$ cat src/rtl/cdb_issue_scheduler_pkg.sv
// Shared definitions for the CDB issue scheduler: unit owner IDs and the
// default execution latencies. The multiplier and divider wrappers use the
// same latency values, so change them here only.
package cdb_issue_scheduler_pkg;

  typedef logic [1:0] owner_t;

  localparam owner_t UNIT_NONE = 2'd0;
  localparam owner_t UNIT_INT  = 2'd1;
  localparam owner_t UNIT_MUL  = 2'd2;
  localparam owner_t UNIT_DIV  = 2'd3;

  localparam int DEF_INT_LAT    = 1;
  localparam int DEF_MUL_LAT    = 3;
  localparam int DEF_DIV_LAT    = 7;
  localparam int DEF_STARVE_MAX = 4;

endpackage

$ cat src/rtl/cdb_issue_scheduler_rsv.sv
// CDB slot-reservation shift register. Entry k holds the owner of the CDB
// slot k cycles ahead; entry 0 is this cycle's owner. Each unit inserts its
// ID at its own latency when granted, and the collision assertion catches
// any grant into a slot that is already owned.
module cdb_rsv_shifter
  import cdb_issue_scheduler_pkg::*;
#(
  parameter int INT_LAT = DEF_INT_LAT,
  parameter int MUL_LAT = DEF_MUL_LAT,
  parameter int DIV_LAT = DEF_DIV_LAT
) (
  input  logic                  clk,
  input  logic                  resetb,
  input  logic                  ins_int,
  input  logic                  ins_mul,
  input  logic                  ins_div,
  output logic [DIV_LAT:0][1:0] rsv
);

  logic [DIV_LAT:0][1:0] rsv_n;

  // Advance one slot per cycle and OR in the owner IDs of this cycle's grants.
  // A grant at latency L lands in entry L-1 because the shift happens on the
  // same edge.
  always_comb begin
    rsv_n = '0;
    for (int k = 0; k < DIV_LAT; k++) begin
      rsv_n[k] = rsv[k+1];
      if (ins_int && (k + 1) == INT_LAT) rsv_n[k] = rsv_n[k] | UNIT_INT;
      if (ins_mul && (k + 1) == MUL_LAT) rsv_n[k] = rsv_n[k] | UNIT_MUL;
      if (ins_div && (k + 1) == DIV_LAT) rsv_n[k] = rsv_n[k] | UNIT_DIV;
    end
  end

  // Reservation register; reset discards every pending slot.
  always_ff @(posedge clk) begin
    if (!resetb) rsv <= '0;
    else         rsv <= rsv_n;
  end

  // A grant must never target a slot that already has an owner.
  a_no_int_collision: assert property (@(posedge clk) disable iff (!resetb)
    !(ins_int && rsv[INT_LAT] != UNIT_NONE));
  a_no_mul_collision: assert property (@(posedge clk) disable iff (!resetb)
    !(ins_mul && rsv[MUL_LAT] != UNIT_NONE));
  a_no_div_collision: assert property (@(posedge clk) disable iff (!resetb)
    !(ins_div && rsv[DIV_LAT] != UNIT_NONE));

endmodule

$ cat src/rtl/cdb_issue_scheduler.sv
// Issue-side scheduler for ALU, pipelined multiplier and non-pipelined
// divider sharing one CDB write port. Grants are issued only when the
// unit's completion slot is free, so completions never collide on the CDB.
// Also enforces divider occupancy and ALU anti-starvation.
module cdb_issue_scheduler
  import cdb_issue_scheduler_pkg::*;
#(
  parameter int INT_LAT    = DEF_INT_LAT,
  parameter int MUL_LAT    = DEF_MUL_LAT,
  parameter int DIV_LAT    = DEF_DIV_LAT,
  parameter int STARVE_MAX = DEF_STARVE_MAX
) (
  input  logic       Clk,
  input  logic       Resetb,
  input  logic       Int_Req,
  input  logic       Mul_Req,
  input  logic       Div_Req,
  input  logic       Cdb_Flush,
  output logic       Iss_Int,
  output logic       Iss_Mult,
  output logic       Iss_Div,
  output logic       Cdb_OwnerValid,
  output logic [1:0] Cdb_Owner,
  output logic       Div_Busy,
  output logic       Int_Starve
);

  localparam int DW = (DIV_LAT > 1) ? $clog2(DIV_LAT) : 1;
  localparam int SW = $clog2(STARVE_MAX + 1);
  localparam logic [DW-1:0] DIV_RELOAD = DW'(DIV_LAT - 1);
  localparam logic [SW-1:0] STARVE_TOP = SW'(STARVE_MAX);

  logic [DIV_LAT:0][1:0] rsv;
  logic [DW-1:0]         div_cnt;
  logic [SW-1:0]         starve_cnt;
  logic                  grant_ok;

  // Grants are blocked during reset and while the issue queues purge on a flush.
  assign grant_ok = Resetb && !Cdb_Flush;

  assign Div_Busy   = (div_cnt != '0);
  assign Int_Starve = (starve_cnt == STARVE_TOP);

  // Each grant needs its own completion slot free; MUL/DIV also yield to a starving ALU.
  always_comb begin
    Iss_Int  = grant_ok && Int_Req && (rsv[INT_LAT] == UNIT_NONE);
    Iss_Mult = grant_ok && Mul_Req && (rsv[MUL_LAT] == UNIT_NONE) && !Int_Starve;
    Iss_Div  = grant_ok && Div_Req && (rsv[DIV_LAT] == UNIT_NONE) && !Div_Busy && !Int_Starve;
  end

  assign Cdb_Owner      = rsv[0];
  assign Cdb_OwnerValid = (rsv[0] != UNIT_NONE);

  cdb_rsv_shifter #(
    .INT_LAT (INT_LAT),
    .MUL_LAT (MUL_LAT),
    .DIV_LAT (DIV_LAT)
  ) u_rsv (
    .clk     (Clk),
    .resetb  (Resetb),
    .ins_int (Iss_Int),
    .ins_mul (Iss_Mult),
    .ins_div (Iss_Div),
    .rsv     (rsv)
  );

  // Divider occupancy: reload on issue, count down otherwise. A flush does
  // not stop the divider, so the count keeps running through it.
  always_ff @(posedge Clk) begin
    if (!Resetb)           div_cnt <= '0;
    else if (Iss_Div)      div_cnt <= DIV_RELOAD;
    else if (div_cnt != 0) div_cnt <= div_cnt - 1'b1;
  end

  // ALU starvation counter: counts consecutive denied ALU requests, saturating.
  // A flush cycle neither counts nor clears.
  always_ff @(posedge Clk) begin
    if (!Resetb)                  starve_cnt <= '0;
    else if (Iss_Int || !Int_Req) starve_cnt <= '0;
    else if (Cdb_Flush)           starve_cnt <= starve_cnt;
    else if (!Int_Starve)         starve_cnt <= starve_cnt + 1'b1;
  end

endmodule

$ cat config.mk
export PLATFORM = sky130hd
export DESIGN_NAME = cdb_issue_scheduler
export DESIGN_NICKNAME = d
export VERILOG_FILES = /design/src/rtl/cdb_issue_scheduler_pkg.sv /design/src/rtl/cdb_issue_scheduler_rsv.sv /design/src/rtl/cdb_issue_scheduler.sv
export SDC_FILE = /design/constraint.sdc
export NUM_CORES = 1
export LEC_CHECK = 0
export CELL_PAD_IN_SITES_DETAIL_PLACEMENT = 1
export CELL_PAD_IN_SITES_GLOBAL_PLACEMENT = 1
export CORE_UTILIZATION = 39
export CTS_CLUSTER_DIAMETER = 60
export DETAILED_ROUTE_END_ITERATION = 7
export PLACE_DENSITY = 0.85
export SETUP_SLACK_MARGIN = 0.02
export SLEW_MARGIN = 25
export SYNTH_ARGS = -nofsm -noshare
export SYNTH_HDL_FRONTEND = slang
export SYNTH_SLANG_ARGS = --single-unit
export TNS_END_PERCENT = 30
$ cat constraint.sdc
create_clock -name Clk -period 2.71 [get_ports Clk]
set_input_delay 0.542 -clock Clk [delete_from_list [all_inputs] [get_ports Clk]]
set_output_delay 0.542 -clock Clk [all_outputs]
set_load 0.03 [all_outputs]
Yosys cells after proc, flatten, opt, wreduce, memory -nomap -nowiden --
Cells that the tools add are included.
Cells by class: equal/unequal tests 1, $add $sub $neg 2, reductions and logical operators 24, bitwise operators 3, muxes and demuxes 5
Operators with widths (count):
- 1-bit logical AND | 10
- 2-bit logical NOT | 3
- 3-bit two-way mux | 2
- 1-bit logical NOT | 4
- 2-bit two-way mux | 2
- 2-bit nonzero test | 2
- 2-bit OR reduction | 2
- 3-bit by 1-bit adder with 3-bit output (second input constant) | 1
- 3-bit equality test (second input constant) | 1
- 1-bit NOT | 3
- 3-bit nonzero test | 1
- 3-bit by 1-bit subtractor with 3-bit output (second input constant) | 1
- 2-bit AND reduction | 1
- 1-bit logical OR | 1
- 1-bit two-way mux | 1
Word-level totals: word-level logic and storage cells 46, register bits 22, output and inout port bits 8, bits of input ports 6

Logic depth before layout (Yosys ltp) --
Gate-level depths: netlist of the first run.
depth in word-level cells 7, mapped depth 6, gate-level depth less buffers 6

Cells and area by module --
Synthesis of the first run repeated with hierarchy kept, for this count alone.
Unflattened totals: cells, all modules 77, area, all modules 740.7 um^2
By module, submodules not included:
- cdb_issue_scheduler | cells each 43, sequential area each 120.1 um^2, area each 374.1 um^2, instances 1
- cdb_rsv_shifter | cells each 34, sequential area each 200.2 um^2, area each 366.6 um^2, instances 1

Least setup slack after synthesis of the first run --
No wires, ideal clock.
kind register to output, start point register div_cnt[0], end point output port Iss_Div, buffers on the path 0, path slack 870 ps, arrival time 1298 ps, data required time 2168 ps, cell stages (with the launch flop) 6, cells stage by stage dfxtp_1 -> or2_2 -> inv_1 -> ha_1 -> nand4_4 -> inv_1
On the way: longest elaborated chain between the ends 4
Ends and longest elaborated chain:
- start: declaration | line cdb_issue_scheduler.sv:34 | logic [DW-1:0] div_cnt;
- start signal: assignment | line cdb_issue_scheduler.sv:72 | else if (div_cnt != 0) div_cnt <= div_cnt - 1'b1;
- 3-bit nonzero test | line cdb_issue_scheduler.sv:41 | assign Div_Busy = (div_cnt != '0);
- 1-bit logical NOT | line cdb_issue_scheduler.sv:48 | Iss_Div = grant_ok && Div_Req && (rsv[DIV_LAT] == UNIT_NONE) && !Div_Busy && !Int_Starve;
- 1-bit logical AND (2 in series) | line cdb_issue_scheduler.sv:48
- end: declaration | line cdb_issue_scheduler.sv:21 | output logic Iss_Div,
No other way between the ends.

Worst setup path after layout of the first run --
start point register div_cnt[0], end point output port Div_Busy
On the way: longest elaborated chain between the ends 1
Ends and longest elaborated chain:
- 3-bit nonzero test | line cdb_issue_scheduler.sv:41
- end: declaration | line cdb_issue_scheduler.sv:24 | output logic Div_Busy,
No other way between the ends.

==> flow_summary.toml, run 1 <==
[worst_setup_path]
path_class = "flip-flop to output port"
startpoint_type = "flip-flop"
critPathMaxStageDelay_ns = 0.58
cp_common_cell = "inv_1"
crit_path_top_delay_cell = "clkdlybuf4s50_1"
crit_path_end_kind = "output port"
cp_cell_sequence = "or2_2 > inv_1 > ha_1 > inv_1 > clkdlybuf4s50_1"
ff2ff_setup_slack_ns = 1.12
crit_arrival_ns = 1.80
critPathMaxFanout = 4
cp.required_ns = 2.17

[finish]
fin_util_pct = 54.52
fin_nets = 96
n_antenna_cell = 0
drive_gt1_share_pct = 18.82
area_delta_synth_final_pct = 25.59

[route]
drc = 0
drt_first_iter_violations = 4
via_count = 490
drtPass1Iterations = 6
ant_nets = 0
routed_wl_um = 1270
wl_per_cell_um = 12.57
vias_per_cell = 4.851

[floorplan]
dieArea_um2 = 1926
fp.dieH_um = 43.89
die_w_um = 43.89
start_util_pct = 43.41
num_rows = 14
ioPinCount = 14
core_um2 = 1577

[clocking]
cts-root-buf = "clkbuf_4"
clock_latency_ns = 0.28
cts_tree = "yes"
cts_resized = 0
cts_max_level = 1
numCtsBuffers = 3
holdBufCountCts = 0
path_clk_slew_ns = 0.10
cts.sinks = 16
postCtsSetupBuffers = 0
clk_path_buf_depth = 2

[timing]
slew_viol_final = 0
layout_setup_ws_ns = 0.3669
finClkSkew_ns = 0.007312
min_period_ns = 2.343
finalHoldViolCount = 0
hold_ws_ns = 0.4442
slew_headroom_pct = 75.73
worst-slew-pin-transition_ns = 0.3635
fin_crit_sh_pct = 86.46
clock.fmax_mhz = 426.8
setup_violations = 0
timing.setup.tns_ns = 0
rsz0062_at_grt = "no"

[flow_run]
maxCapViolCount = 0

[synthesis]
synthesis.area_um2 = 684.4
synth_cell_type_count = 25
synth_seq_cells = 16
ys_warn_count = 0
syn-instance-count = 69
syn_avg_cell_area_um2 = 9.919
synth_nets = 79
seq_area_frac_synth_pct = 46.80

[power]
ir_drop_uv = 448.9
p_comb_share_pct = 30.9
p_int_w = 0.0004301
pwr-share-seq_pct = 43.9
sw_frac_of_total_pct = 30.25
switchingPower_w = 0.0001865
p_leak_nw = 0.4083
p_clk_share_pct = 25.2
cellPowerDensity_nw_per_um2 = 717.4

[placement]
post-place-ws_ns = 0.4597
dp_hpwl_um = 962.1
place.gp.congestion = 0.7089
io_buffers = 13

[global_routing]
grt_max_degree = 13
grt_pass1_vias = 488
antenna_found_initial = 0
gr-total-overflow = 0
grt_pass1_wl_um = 2042
track_usage_pct = 14.67

[run_status]
status = "complete, no violations"

[worst_hold_path]
min_path_type = "flip-flop to flip-flop"
-- cell type report --
| type | instances | area [µm²] |
|---|---|---|
| Clock buffer | 4 | 36.28 |
| Fill cell | 176 | 716.9 |
| Inverter | 10 | 37.54 |
| Multi-Input combinational cell | 40 | 307.8 |
| Sequential cell | 16 | 320.3 |
| Tap cell | 16 | 20.02 |
| Timing Repair Buffer | 15 | 137.6 |
-- cells in the final DEF, fill, tap and decap left out --
cell / instances
clkdlybuf4s50_1: 10
mux2_1: 1
clkbuf_8: 1
nor3_1: 1
and3_4: 1
nor2_1: 4
nor4b_1: 1
nor4bb_1: 1
clkbuf_4: 3
or2_2: 2
inv_1: 10
nand4_4: 1
buf_4: 5
o21a_1: 2
nand2_1: 6
xnor2_1: 2
nand3_1: 1
and2_1: 6
nor2b_4: 1
a21oi_2: 1
dfxtp_1: 16
a21oi_1: 1
mux2i_1: 1
ha_1: 4
o311ai_2: 1
o21ai_1: 1
and3_1: 1
-- worst max-delay path: cells and delay by family, from the launching register on --
family | cells | cell delay [ns]
buf+inv | 3 | 0.69
flops | 1 | 0.35
fa+ha+maj | 1 | 0.16
simple gates | 1 | 0.32
-- final timing paths --
check                             startpoint  depth (start not counted)           end
worst max-delay path              div_cnt[0]                          5      Div_Busy
worst min-delay path            u_rsv.rsv[5]                          1  u_rsv.rsv[3]
worst max register to register    div_cnt[0]                          7    div_cnt[2]
worst min register to register  u_rsv.rsv[5]                          1  u_rsv.rsv[3]
-- state kept, by name, summed over array words and instances (netlist names) --
name        flops
div_cnt         3
starve_cnt      3
u_rsv.rsv      10
-- power by group through the flow --
stage | sequential [W] | clock, W | combinational (W)
final | 0.000271 | 0.000155 | 0.000191
after global routing | 0.000274 | 0.000168 | 0.000208
after CTS | 0.000271 | 0.000159 | 0.000195
after detailed placement | 0.000277 | 0 | 0.000194
after global placement | 0.000276 | 0 | 0.000187
after floorplan | 0.000273 | 0 | 0.000127
-- metrics by stage --
step / std cells / area, µm² / total power [W]
floorplan: 69 / 684.4 / 0.0004005
global placement: 97 / 823.3 / 0.0004628
detailed placement: 97 / 823.3 / 0.0004704
CTS: 101 / 859.6 / 0.0006251
global route: 101 / 859.6 / 0.0006493
finish: 101 / 859.6 / 0.0006166
-- routing by layer --
metal	vias to the layer above	routed length (µm)	track usage, %
li1	247	-	-
met1	235	515	14.32
met2	6	707	28.66
met3	2	33	5.417
met4	0	13	3.636
met5	-	0	0
-- cells by family after synthesis --
group | Yosys count | share of synthesized area (%)
and+or+nand+nor | 26 | 24.68
DFF | 16 | 46.80
buffers and inverters | 13 | 8.226
AOI/OAI and AO/OA | 6 | 7.311
adders and majority gates | 4 | 7.313
xor gates and xnor gates | 2 | 2.560
muxes | 2 | 3.108
-- synth_stat cells, drive strengths merged --
cell    count  area share (%)
dfxtp      16              47
inv        10             5.5
and2        6             5.5
nand2       6             3.3
ha          4             7.3
nor2        4             2.2
a21oi       2             2.0
and3        2             2.6
buf         2             2.2
o21a        2             2.2
or2         2             1.8
xnor2       2             2.6
clkbuf      1            0.55
mux2        1             1.6
mux2i       1             1.5
nand3       1            0.73
nand4       1             3.1
nor2b       1             2.0
nor3        1            0.73
nor4b       1             1.3
nor4bb      1             1.5
o21ai       1            0.73
o311ai      1             2.4
Note: power is estimated with default switching activity, not from simulation.
==> run 2, diff against run 1 <==
RECOVER_POWER = 25   (was not set)
==> run 2 against run 1 <==
Hold slack about the same; utilization down 0.24 points; final area shrank 0.44%; register-to-register slack about the same; highest routed layer unchanged; clock skew decreased by 0.00064 ns; first-iteration DRC count stayed put; setup slack improved by 0.00079 ns; die area is the same; wire length hardly changed; global-route usage unchanged; clock power barely moved; largest cell class unchanged.
==> flow_summary.toml, run 2 (synthesis gave the netlist of run 1 again) <==
[power]
p_leak_nw = 0.4010
ir_drop_uv = 448.7
cellPowerDensity_nw_per_um2 = 719.1
total_power_w = 0.0006154

[finish]
n_antenna_cell = 0
reg.largest.list = "u_rsv.rsv: 10 flops, div_cnt: 3 flops, starve_cnt: 3 flops"
max_flop_register = "u_rsv.rsv"
layout_commonest_cell = "dfxtp_1"
fin_nets = 96
area_delta_synth_final_pct = 25.05
largest_register_ffs = 10
fill_cells = 177
final_cell_mix = "dfxtp_1, inv_1, clkdlybuf4s50_1, nand2_1"
drive_gt1_share_pct = 17.65

[clocking]
cts_max_level = 1
cts.sinks = 16
clock_latency_ns = 0.28
clk_path_buf_depth = 2
cts_resized = 0
cts-root-buf = "clkbuf_4"
numCtsBuffers = 3
postCtsSetupBuffers = 0
cts_tree = "yes"
holdBufCountCts = 0
path_clk_slew_ns = 0.10

[route]
drt_first_iter_violations = 4
vias_per_cell = 4.851
met2_length_um = 711
via_count = 490
routed_wl_um = 1269
top_layer_used = "met4"
dr_wl_met3_um = 33
ant_nets = 0
wl_per_cell_um = 12.56
met1Wirelength_um = 510
drtPass1Iterations = 6
drc = 0

[worst_setup_path]
crit_arrival_ns = 1.80
path_class = "flip-flop to output port"
critPathMaxFanout = 4
cp.required_ns = 2.17
crit_path_end_kind = "output port"
reg2regPathDepth = 7
startpoint_type = "flip-flop"

[placement]
place.gp.congestion = 0.7089
io_buffers = 13
dp_hpwl_um = 962.1

[floorplan]
fp.dieH_um = 43.89
dieArea_um2 = 1926
core_um2 = 1577
ioPinCount = 14
die_w_um = 43.89
start_util_pct = 43.41
num_rows = 14

[run_status]
status = "complete, no violations"

[timing]
rsz0062_at_grt = "no"
fin_crit_sh_pct = 86.43
clock.fmax_mhz = 426.9
hold_ws_ns = 0.4441
slew_headroom_pct = 68.88
min_period_ns = 2.342
worst-slew-pin-transition_ns = 0.4668
finClkSkew_ns = 0.006667
timing.setup.tns_ns = 0
setup_violations = 0
finalHoldViolCount = 0
slew_viol_final = 0

[global_routing]
grt_pass1_wl_um = 2042
grt_max_degree = 13
gr-total-overflow = 0
grt_pass1_vias = 488
antenna_found_initial = 0
track_usage_pct = 14.67

[worst_hold_path]
min_delay_path_depth = 1
min_path_type = "flip-flop to flip-flop"

[flow_run]
maxCapViolCount = 0
[run 2: metrics by stage]
stage	cell area [µm²]	cells	setup WS, ns	utilization [%]
floorplan	684.4	69	0.8700	-
global placement	823.3	97	0.5008	52.22
detailed placement	823.3	97	0.4597	52.22
CTS	859.6	101	0.3473	54.52
global route	855.8	101	0.2993	54.29
finish	855.8	101	0.3677	54.29
[run 2: final timing paths]
| check | start | endpoint | slack (ns) |
|---|---|---|---|
| min | u_rsv.rsv[5] | u_rsv.rsv[3] | 0.44 |
| min reg2reg | u_rsv.rsv[5] | u_rsv.rsv[3] | 0.44 |
| max reg2reg | div_cnt[0] | div_cnt[2] | 1.11 |
| max | div_cnt[0] | Div_Busy | 0.37 |
[run 2: power by group]
part | leakage [nW] | switching (W) | internal [W]
clock network | 0.0210 | 0.0000735 | 0.0000817
logic | 0.250 | 0.0000986 | 0.0000910
registers | 0.130 | 0.0000143 | 0.000256
total | 0.401 | 0.000186 | 0.000429
[run 2: cell type report]
class / count / area [µm²] / area share, %
inverters: 10 / 37.54 / 4.386
clock buffers: 4 / 36.28 / 4.240
flip-flops and latches: 16 / 320.3 / 37.43
multi-input cells: 40 / 307.8 / 35.96
well taps: 16 / 20.02 / 2.339
repair buffers: 15 / 133.9 / 15.64
[run 2: critical path, cell delays in order, from the launching register on]
cell             delay (ns)
dfxtp_1                0.35
or2_2                  0.32
inv_1                  0.07
ha_1                   0.16
inv_1                  0.04
clkdlybuf4s50_1        0.58
[run 2: per-layer routing]
layer,global-route usage [%],up-vias
li1,-,247
met1,14.32,235
met2,28.66,6
met3,5.417,2
met4,3.636,0
met5,0,-
